`config.mk`:
```
export PLATFORM = sky130hd
export DESIGN_NAME = psk_modulator_flat
export DESIGN_NICKNAME = d
export VERILOG_FILES = /design/src/rtl/psk_pkg.sv /design/src/rtl/psk_modulator_if.sv /design/src/rtl/psk_sine_lut.sv /design/src/rtl/psk_modulator.sv /design/src/flat_wrapper.sv
export SDC_FILE = /design/constraint.sdc
export NUM_CORES = 1
export LEC_CHECK = 0
export ABC_AREA = 1
export CAP_MARGIN = 40
export CORE_MARGIN = 2
export CORE_UTILIZATION = 56
export CTS_CLUSTER_SIZE = 12
export DETAILED_ROUTE_END_ITERATION = 8
export PLACE_DENSITY_LB_ADDON = 0.15
export SETUP_SLACK_MARGIN = 0.3
export SLEW_MARGIN = 20
export SYNTH_ARGS = -nofsm -noshare
export SYNTH_HDL_FRONTEND = slang
export SYNTH_SLANG_ARGS = --single-unit
```
`constraint.sdc`:
```
create_clock -name clock -period 3.2 [get_ports clock]
set_clock_uncertainty 0.1 [all_clocks]
set_input_delay 0.96 -clock clock [delete_from_list [all_inputs] [get_ports clock]]
set_output_delay 0.96 -clock clock [all_outputs]
set_load 0.1 [all_outputs]
```
`src/rtl/psk_pkg.sv`:
```
// Shared defaults, mode encoding, sequencer states and the symbol-to-phase mapping
// for the PSK modulator.
package psk_pkg;

    localparam int DATA_WIDTH_DEF  = 8;
    localparam int WAVELENGTH_DEF  = 16;
    localparam int PACKET_SIZE_DEF = 128;

    typedef enum logic {
        MODE_BPSK = 1'b0,
        MODE_QPSK = 1'b1
    } psk_mode_e;

    typedef enum logic {
        ST_IDLE = 1'b0,
        ST_SEND = 1'b1
    } psk_state_e;

    // Carrier offset in samples; QPSK walks the circle in Gray order 00,01,11,10.
    function automatic int unsigned symbol_offset(psk_mode_e mode, logic b_msb, logic b_lsb,
                                                  int unsigned wl);
        int unsigned q;
        int unsigned res;
        q = wl / 4;
        res = 0;
        if (mode == MODE_BPSK) begin
            res = b_msb ? 2 * q : 0;
        end else begin
            case ({b_msb, b_lsb})
                2'b00:   res = 0;
                2'b01:   res = q;
                2'b11:   res = 2 * q;
                default: res = 3 * q;
            endcase
        end
        return res;
    endfunction

endpackage

```
`src/rtl/psk_modulator_if.sv`:
```
// Packet-write, control and sample-output bundle of the PSK modulator.
interface psk_modulator_if import psk_pkg::*; #(
    parameter int DATA_WIDTH  = DATA_WIDTH_DEF,
    parameter int PACKET_SIZE = PACKET_SIZE_DEF
);
    localparam int AW = $clog2(PACKET_SIZE);

    logic                         wr_en;
    logic [AW-1:0]                wr_addr;
    logic                         wr_data;
    logic [AW:0]                  pkt_len;
    logic                         mode;
    logic                         start;
    logic                         busy;
    logic                         done;
    logic                         sample_valid;
    logic signed [DATA_WIDTH-1:0] amp;

    modport master (
        output wr_en, wr_addr, wr_data, pkt_len, mode, start,
        input  busy, done, sample_valid, amp
    );

    modport slave (
        input  wr_en, wr_addr, wr_data, pkt_len, mode, start,
        output busy, done, sample_valid, amp
    );

endinterface

```
`src/rtl/psk_sine_lut.sv`:
```
// One-period sine table built from parameters at elaboration; output registered,
// and forced to zero when no sample is requested.
module psk_sine_lut import psk_pkg::*; #(
    parameter int DATA_WIDTH = DATA_WIDTH_DEF,
    parameter int WAVELENGTH = WAVELENGTH_DEF,
    localparam int PW = $clog2(WAVELENGTH)
) (
    input  logic                         clock,
    input  logic                         reset_n,
    input  logic                         en_i,
    input  logic [PW-1:0]                index_i,
    output logic signed [DATA_WIDTH-1:0] amp_o
);

    // Symmetric rounding keeps the table within +/-(2^(N-1)-1).
    function automatic logic signed [DATA_WIDTH-1:0] sine_val(int idx);
        real pi;
        real r;
        int  v;
        pi = 3.14159265358979323846;
        r  = $itor((2 ** (DATA_WIDTH - 1)) - 1) * $sin(2.0 * pi * $itor(idx) / $itor(WAVELENGTH));
        v  = (r >= 0.0) ? $rtoi(r + 0.5) : -$rtoi(0.5 - r);
        return DATA_WIDTH'(v);
    endfunction

    logic signed [DATA_WIDTH-1:0] rom [WAVELENGTH];
    logic signed [DATA_WIDTH-1:0] amp_q, amp_d;

    for (genvar g = 0; g < WAVELENGTH; g++) begin : g_rom
        assign rom[g] = sine_val(g);
    end

    always_comb begin
        amp_d = '0;
        if (en_i) amp_d = rom[index_i];
    end

    always_ff @(posedge clock) begin
        if (!reset_n) amp_q <= '0;
        else          amp_q <= amp_d;
    end

    assign amp_o = amp_q;

endmodule

```
`src/rtl/psk_modulator.sv`:
```
// PSK modulator: 1-bit packet buffer, IDLE/SEND sequencer and registered sine LUT.
// IDLE | buffer writable, waiting for start ; SEND | one sample per clock, last cycle drains the LUT register
module psk_modulator import psk_pkg::*; #(
    parameter int DATA_WIDTH     = DATA_WIDTH_DEF,
    parameter int WAVELENGTH     = WAVELENGTH_DEF,
    parameter int PACKET_SIZE    = PACKET_SIZE_DEF,
    parameter int SYMBOL_PERIODS = 1
) (
    input  logic            clock,
    input  logic            reset_n,
    psk_modulator_if.slave  bus
);

    localparam int AW  = $clog2(PACKET_SIZE);
    localparam int LW  = AW + 1;
    localparam int PW  = $clog2(WAVELENGTH);
    localparam int SPW = (SYMBOL_PERIODS > 1) ? $clog2(SYMBOL_PERIODS) : 1;
    localparam logic [LW:0] ONE = (LW + 1)'(1);
    localparam logic [LW:0] TWO = (LW + 1)'(2);

    psk_state_e     state_q, state_d;
    psk_mode_e      mode_q, mode_d;
    logic [LW-1:0]  len_q, len_d;
    logic [LW-1:0]  bit_q, bit_d;
    logic [PW-1:0]  phase_q, phase_d;
    logic [SPW-1:0] per_q, per_d;
    logic           drain_q, drain_d;
    logic           done_q, done_d;
    logic           valid_q, valid_d;
    logic           pkt_buf_q [PACKET_SIZE];

    logic [LW:0]    bit_x, len_x, lsb_x, next_x;
    logic           b_msb, b_lsb;
    logic [PW-1:0]  offset, lut_index;
    logic signed [DATA_WIDTH-1:0] amp_w;

    always_comb begin
        bit_x     = {1'b0, bit_q};
        len_x     = {1'b0, len_q};
        lsb_x     = bit_x + ONE;
        next_x    = bit_x + ((mode_q == MODE_QPSK) ? TWO : ONE);
        b_msb     = pkt_buf_q[bit_q[AW-1:0]];
        // An odd-length QPSK packet pads the missing final LSB with 0.
        b_lsb     = (mode_q == MODE_QPSK && lsb_x < len_x) ? pkt_buf_q[lsb_x[AW-1:0]] : 1'b0;
        offset    = PW'(symbol_offset(mode_q, b_msb, b_lsb, WAVELENGTH));
        lut_index = PW'((int'(phase_q) + int'(offset)) % WAVELENGTH);
    end

    always_comb begin
        state_d = state_q;
        mode_d  = mode_q;
        len_d   = len_q;
        bit_d   = bit_q;
        phase_d = phase_q;
        per_d   = per_q;
        drain_d = drain_q;
        done_d  = 1'b0;
        valid_d = 1'b0;
        case (state_q)
            ST_IDLE: begin
                if (bus.start) begin
                    mode_d  = psk_mode_e'(bus.mode);
                    len_d   = bus.pkt_len;
                    bit_d   = '0;
                    phase_d = '0;
                    per_d   = '0;
                    drain_d = 1'b0;
                    if (bus.pkt_len == '0) done_d  = 1'b1;
                    else                   state_d = ST_SEND;
                end
            end
            ST_SEND: begin
                if (drain_q) begin
                    state_d = ST_IDLE;
                    done_d  = 1'b1;
                    drain_d = 1'b0;
                end else begin
                    valid_d = 1'b1;
                    if (phase_q == PW'(WAVELENGTH - 1)) begin
                        phase_d = '0;
                        if (per_q == SPW'(SYMBOL_PERIODS - 1)) begin
                            per_d = '0;
                            bit_d = next_x[LW-1:0];
                            if (next_x >= len_x) drain_d = 1'b1;
                        end else begin
                            per_d = per_q + SPW'(1);
                        end
                    end else begin
                        phase_d = phase_q + PW'(1);
                    end
                end
            end
            default: state_d = ST_IDLE;
        endcase
    end

    always_ff @(posedge clock) begin
        if (!reset_n) begin
            state_q <= ST_IDLE;
            mode_q  <= MODE_BPSK;
            len_q   <= '0;
            bit_q   <= '0;
            phase_q <= '0;
            per_q   <= '0;
            drain_q <= 1'b0;
            done_q  <= 1'b0;
            valid_q <= 1'b0;
        end else begin
            state_q <= state_d;
            mode_q  <= mode_d;
            len_q   <= len_d;
            bit_q   <= bit_d;
            phase_q <= phase_d;
            per_q   <= per_d;
            drain_q <= drain_d;
            done_q  <= done_d;
            valid_q <= valid_d;
        end
    end

    // Buffer has no reset so a packet survives an aborted transmission.
    always_ff @(posedge clock) begin
        if (state_q == ST_IDLE && bus.wr_en) pkt_buf_q[bus.wr_addr] <= bus.wr_data;
    end

    psk_sine_lut #(
        .DATA_WIDTH (DATA_WIDTH),
        .WAVELENGTH (WAVELENGTH)
    ) u_lut (
        .clock   (clock),
        .reset_n (reset_n),
        .en_i    (valid_d),
        .index_i (lut_index),
        .amp_o   (amp_w)
    );

    assign bus.busy         = (state_q == ST_SEND);
    assign bus.done         = done_q;
    assign bus.sample_valid = valid_q;
    assign bus.amp          = amp_w;

endmodule
```
`src/flat_wrapper.sv`:
```
// flat-port wrapper written by rule: the top's interface ports become plain ports
module psk_modulator_flat import psk_pkg::*;
#(
    parameter int DATA_WIDTH     = DATA_WIDTH_DEF,
    parameter int WAVELENGTH     = WAVELENGTH_DEF,
    parameter int PACKET_SIZE    = PACKET_SIZE_DEF,
    parameter int SYMBOL_PERIODS = 1
)
  (clock, reset_n, bus_wr_en, bus_wr_addr, bus_wr_data, bus_pkt_len, bus_mode, bus_start, bus_busy, bus_done, bus_sample_valid, bus_amp);
  psk_modulator_if #(.DATA_WIDTH(DATA_WIDTH), .PACKET_SIZE(PACKET_SIZE)) bus_i ();
  input  logic clock;
  input  logic reset_n;
  input wire logic [$bits(bus_i.wr_en)-1:0] bus_wr_en;
  input wire logic [$bits(bus_i.wr_addr)-1:0] bus_wr_addr;
  input wire logic [$bits(bus_i.wr_data)-1:0] bus_wr_data;
  input wire logic [$bits(bus_i.pkt_len)-1:0] bus_pkt_len;
  input wire logic [$bits(bus_i.mode)-1:0] bus_mode;
  input wire logic [$bits(bus_i.start)-1:0] bus_start;
  output wire logic [$bits(bus_i.busy)-1:0] bus_busy;
  output wire logic [$bits(bus_i.done)-1:0] bus_done;
  output wire logic [$bits(bus_i.sample_valid)-1:0] bus_sample_valid;
  output wire logic [$bits(bus_i.amp)-1:0] bus_amp;
  assign bus_i.wr_en = bus_wr_en;
  assign bus_i.wr_addr = bus_wr_addr;
  assign bus_i.wr_data = bus_wr_data;
  assign bus_i.pkt_len = bus_pkt_len;
  assign bus_i.mode = bus_mode;
  assign bus_i.start = bus_start;
  assign bus_busy = bus_i.busy;
  assign bus_done = bus_i.done;
  assign bus_sample_valid = bus_i.sample_valid;
  assign bus_amp = bus_i.amp;
  psk_modulator #(.DATA_WIDTH(DATA_WIDTH), .WAVELENGTH(WAVELENGTH), .PACKET_SIZE(PACKET_SIZE), .SYMBOL_PERIODS(SYMBOL_PERIODS)) u_core (.clock(clock), .reset_n(reset_n), .bus(bus_i));
endmodule
```
==> results of run 1 <==
==> what timing repair did <==
| item | in CTS | in global routing |
|---|---|---|
| pin swaps | 13 | 28 |
| resized for setup | 19 | 28 |
| gates cloned | 1 | 2 |
| setup endpoints to repair | 8 | 9 |
| endpoints found under the hold margin | 0 | 0 |
| setup buffers | 6 | 1 |
==> routing by layer <==
metal | wire length (µm) | vias up
met1 | 10700 | 4008
met2 | 13300 | 539
met3 | 2950 | 91
met5 | 0 | -
li1 | - | 4000
met4 | 1050 | 0
==> state kept, by name, summed over array words and instances (netlist names), named ones only <==
name / count
u_core.bus.sample_valid: 1
u_core.len_q: 8
u_core.bit_q: 8
u_core.mode_q: 1
u_core.bus.busy: 1
u_core.pkt_buf_q: 128
u_core.u_lut.amp_o: 8
u_core.drain_q: 1
u_core.phase_q: 4
u_core.bus.done: 1
==> kinds of logic after synthesis <==
group / count (synthesis) / share of synthesized area (%)
AOI/OAI and AO/OA: 115 / 6.98
xor gates and xnor gates: 13 / 1.50
adders and majority gates: 28 / 3.84
and+or+nand+nor: 688 / 31.3
DFF: 168 / 49.8
buffers and inverters: 139 / 6.56
==> layout make-up <==
| type | instances | area share, % |
|---|---|---|
| multi-input combinational | 844 | 38.4 |
| tap | 220 | 2.46 |
| inverter | 80 | 2.77 |
| timing repair buffer | 101 | 9.66 |
| clock inverter | 14 | 1.32 |
| sequential | 168 | 41.6 |
| clock buffer | 18 | 3.83 |
==> report_power, final <==
group | internal, mW | leakage [nW] | switching [mW]
Clock | 1.16 | 0.278 | 0.911
Sequential | 2.36 | 1.48 | 0.0152
Combinational | 0.109 | 2.58 | 0.245
Total | 3.62 | 4.34 | 1.17
==> metrics by stage <==
stage	power (mW)	area, µm²
6_report	4.80	11200
5_1_grt	4.92	11200
4_1_cts	4.80	11000
3_5_place_dp	2.76	10300
3_3_place_gp	2.76	10300
2_1_floorplan	2.62	9420
==> final timing paths <==
path | start | end | slack [ns] | cells past startpoint
worst max-delay path | u_core.bit_q[0] | u_core.u_lut.amp_o[7] | -0.03 | 22
worst min-delay path | u_core.drain_q | u_core.drain_q | 0.39 | 2
worst max register to register | u_core.bit_q[0] | u_core.u_lut.amp_o[7] | -0.03 | 22
worst min register to register | u_core.drain_q | u_core.drain_q | 0.39 | 2
==> layout by cell type, fill, tap and decap left out, types with 6 or more instances in the layout <==
cell / netlist / layout
xor2_1: 10 / 7
nand2_2: 1 / 8
clkbuf_16: 0 / 19
nor2_1: 183 / 182
edfxtp_1: 128 / 128
nand2_1: 271 / 264
nand3_2: 3 / 10
a22oi_1: 14 / 14
inv_2: 3 / 6
o21ai_0: 33 / 28
a21oi_1: 47 / 45
dfxtp_1: 40 / 36
buf_4: 4 / 57
nand3_1: 205 / 195
buf_12: 0 / 16
o22ai_1: 10 / 10
inv_1: 77 / 71
clkdlybuf4s50_1: 0 / 19
ha_1: 27 / 22
nor3_1: 15 / 14
==> worst max-delay path: stages (launching register included) <==
cell and delay (ns):
dfxtp_4 0.36, ha_4 0.32, inv_6 0.06, bufbuf_16 0.28, o21ai_1 0.11, nand3_1 0.09, nand3_1 0.11, nand3_2 0.10
nand3_1 0.12, nand2_2 0.08, nand2_2 0.07, nand2_2 0.06, nor3_2 0.15, ha_1 0.25, nand2_1 0.08, inv_2 0.05
ha_4 0.17, xor2_4 0.15, inv_2 0.08, nand3_4 0.11, nand2_8 0.12, nand2_1 0.07, nor2_2 0.07
==> flow_metrics.tcl, run 1 <==
set metrics [dict create \
    finalHoldViolCount 0 \
    antennaDiodeCount 0 \
    die_y_um 133 \
    start_util_pct 56.8 \
    ys_seq_area_share_pct 49.8 \
    dr.pass1.iters 6 \
    fin_ws_ns -0.0267 \
    die-width_um 133 \
    route.detailed.drc 0 \
    fp-row-count 47 \
    hpwlAfterDp_um 17700 \
    antenna_found_initial 0 \
    grt_max_degree 129 \
    finalSetupViolations 7 \
    yosys.cell_types.count 39 \
    synth_top_area_share_pct 41.2 \
    multi_input_area_um2 4300 \
    grt_util_met2_pct 52.5 \
    hp-class "reg2reg" \
    finalCritPeriodShare_pct 101 \
    violations "negative setup slack" \
    powerDensity_nw_per_um2 428 \
    utilization_pct 68.3 \
    avgSynthCellArea_um2 8.10 \
    die_area_um2 17700 \
    top_usage_layer "met2" \
    nets 1261 \
    path_max_fanout 10 \
    drive_gt1_share_pct 13.6 \
    grt_overflow 0 \
    core_um2 16400 \
    ant_nets 0 \
    syn_inst 1151 \
    maxCapViolCount 0 \
    cts_tree "yes" \
    relSlewSlack_pct 51.0 \
    yosys_register_bits 168 \
    use_met3_pct 5.17 \
    synth_nets 1200 \
    synthTopCellsByCount "271 x nand2_1, 205 x nand3_1, 183 x nor2_1" \
    cts_root_buf "clkbuf_16" \
    cts_made_buffers 17 \
    cts_hold_buf 0 \
    critPathKind "reg2reg" \
    clock_latency_ns 0.44 \
    rsz0062_at_grt "true" \
    globalplace.congestion 0.894 \
    finalSetupTns_ns -0.127 \
    yosysMostFrequentCell "nand2_1" \
    grt_pass1_wl_um 44000 \
    clockBufferDepth 2 \
    outcome "finished, violations left" \
    required_ns 3.48 \
    holdWs_ns 0.388 \
    leakage_nw 4.34 \
    area_delta_synth_final_pct 20.2 \
    num_vias 8638 \
    syn-cell-area_um2 9320 \
    io_buffers 31 \
    place_inst 1403 \
    ys.flop_type "edfxtp_1" \
    grt_pass1_vias 8234 \
    place_ws_ns -0.0234 \
    ioPinCount 32 \
    fillers 1314 \
    fin_crit_ns 3.23 \
    drt-total-wl_um 28000 \
    arrival_ns 3.51 \
    synth.yosys.warnings 0 \
    grt.met1_usage_pct 43.1 \
    synth_async_sr_flop_share_pct 0 \
    clk_pin_slew_ns 0.07 \
    cts_sinks 168 \
    regArea_um2 4650 \
    final_cells 1445 \
    worstMarginPinSlew_ns 0.730 \
    htree_levels 4 \
    clock.fmax_mhz 310 \
    cp-start-kind "register" \
    yosys-top-cells-area "edfxtp_1 41%, nand3_1 11%, nand2_1 11%" \
    drv_slew 0 \
    grt_use_total_pct 32.4 \
    drt_iter0_markers 1247 \
    vias_per_cell 5.98 \
    irDropWorstVdd_mv 0.386 \
    crit_path_end_kind "register" \
    synth_top_area_cell "edfxtp_1" \
    wl_per_cell_um 19.4 \
    synth_edf_count 128 \
]
No activity file was read; power rests on OpenSTA's default activity.
==> inputs of run 2 (changes only) <==
--- a/config.mk
+++ b/config.mk
@@ -13,6 +13,7 @@
 export DETAILED_ROUTE_END_ITERATION = 8
 export PLACE_DENSITY_LB_ADDON = 0.15
 export SETUP_SLACK_MARGIN = 0.3
+export SKIP_CTS_REPAIR_TIMING = 1
 export SLEW_MARGIN = 20
 export SYNTH_ARGS = -nofsm -noshare
 export SYNTH_HDL_FRONTEND = slang
==> flow_metrics.tcl, run 2 (synthesized netlist as in run 1, its figures left out) <==
set metrics [dict create \
    start_util_pct 56.8 \
    relSlewSlack_pct 51.4 \
    ant_nets 0 \
    arrival_ns 3.57 \
    drv_slew 0 \
    die_area_um2 17700 \
    vias_per_cell 6.00 \
    grt_pass1_wl_um 43500 \
    antenna_found_initial 0 \
    drt-total-wl_um 27500 \
    critPathLaunch "u_core.bit_q[0]" \
    r2r-end "u_core.u_lut.amp_o[7]" \
    slowest_stage "dfxtp_4" \
    hpwlAfterDp_um 17700 \
    rsz0062_at_grt "true" \
    final_common_cell "nand2_1" \
    cp-start-kind "register" \
    drive_gt1_share_pct 12.0 \
    globalplace.congestion 0.894 \
    route.detailed.drc 0 \
    powerDensity_nw_per_um2 435 \
    fp-row-count 47 \
    clock_latency_ns 0.44 \
    outcome "finished, violations left" \
    core_um2 16400 \
    place_ws_ns -0.0234 \
    path_max_fanout 10 \
    final_cell_mix "270 x nand2_1, 197 x nand3_1, 183 x nor2_1" \
    antennaDiodeCount 0 \
    ioPinCount 32 \
    hp-class "reg2reg" \
    grt_use_total_pct 31.9 \
    finalSetupTns_ns -0.550 \
    fin_crit_ns 3.29 \
    critPathMostFrequentCell "nand2_1" \
    finalCritPeriodShare_pct 103 \
    top_register "u_core.pkt_buf_q" \
    slowest_delay_ns 0.37 \
    grt_pass1_vias 8135 \
    utilization_pct 67.1 \
    reg2reg_slack_ns -0.09 \
    grt_overflow 0 \
    num_vias 8632 \
    final_cells 1439 \
    crit_path_end_kind "register" \
    required_ns 3.48 \
    drt_iter0_markers 1143 \
    nets 1255 \
    grt_max_degree 129 \
    die_y_um 133 \
    hold_path_end "u_core.drain_q" \
    finalSetupViolations 7 \
    htree_levels 4 \
    leakage_nw 4.27 \
    clockBufferDepth 2 \
    place_inst 1403 \
    worstMarginPinSlew_ns 0.723 \
    clock.fmax_mhz 304 \
    timing.rr.start "u_core.bit_q[0]" \
    maxCapViolCount 0 \
    violations "negative setup slack" \
    finalHoldViolCount 0 \
    die-width_um 133 \
    wl_per_cell_um 19.1 \
    area_delta_synth_final_pct 18.2 \
    cts_tree "yes" \
    hold_start "u_core.drain_q" \
    cp_cell_sequence "ha_4, clkinvlp_4, buf_6, clkbuf_16, o21ai_0, nand3_1, nand3_2, nand3_2, nand3_1, nand2_1, nand2_1, nand2_1, nor3_2, ha_1, nand2_1, inv_2, ha_4, xor2_4, inv_2, nand3_4, nand2_4, nand2_1, nor2_2" \
    rr_worst_depth 23 \
    cts_root_buf "clkbuf_16" \
    fin_ws_ns -0.0901 \
    critPathKind "reg2reg" \
    largest_reg_flops 128 \
    cts_sinks 168 \
    irDropWorstVdd_mv 0.385 \
    clk_pin_slew_ns 0.07 \
    cts_made_buffers 17 \
    io_buffers 31 \
    dr.pass1.iters 6 \
    hold_path_depth 2 \
]
run 2: worst max-delay path by stage:
stage,slack (ns),cells after the start,to
floorplan,0.18,22,u_core.u_lut.amp_o[7]
global route,-0.29,23,u_core.u_lut.amp_o[2]
CTS,-0.06,21,u_core.u_lut.amp_o[7]
finish,-0.09,23,u_core.u_lut.amp_o[7]
detailed placement,-0.02,23,u_core.u_lut.amp_o[7]
global placement,0.06,21,u_core.u_lut.amp_o[3]
run 2: layer usage:
metal / global-route usage, % / part of all wire (%)
met2: 52.1 / 48
met4: 13.9 / 3.2
met5: 0 / 0
met3: 5.33 / 11
met1: 42.3 / 38
run 2: power breakdown:
part           internal (mW)  total [mW]  switching (mW)
sequential              2.36        2.38          0.0145
clock                   1.16        2.07           0.913
combinational          0.106       0.345           0.239
run 2: final cells by class:
| class | instances | area (µm²) |
|---|---|---|
| clock buffer | 18 | 429 |
| fill | 1351 | 5390 |
| clock inverter | 14 | 148 |
| multi-input combinational | 844 | 4220 |
| tap | 220 | 275 |
| sequential | 168 | 4650 |
| inverter | 80 | 304 |
| timing repair buffer | 95 | 983 |
run 2: critical path: cells and delay by family (launching register included):
| kind | cells | cell delay, ns |
|---|---|---|
| DFF | 1 | 0.37 |
| and+or+nand+nor | 13 | 1.23 |
| buffers and inverters | 5 | 0.58 |
| xor gates and xnor gates | 1 | 0.15 |
| adders and majority gates | 3 | 0.72 |
| AOI/OAI and AO/OA | 1 | 0.07 |
run 2: metrics by stage:
stage,area (µm²),power (mW),hold WS (ns)
6_report,11000,4.79,0.387
5_1_grt,11000,4.91,0.418
4_1_cts,10900,4.80,0.390
3_5_place_dp,10300,2.76,0.381
3_3_place_gp,10300,2.76,0.375
2_1_floorplan,9420,2.62,0.357
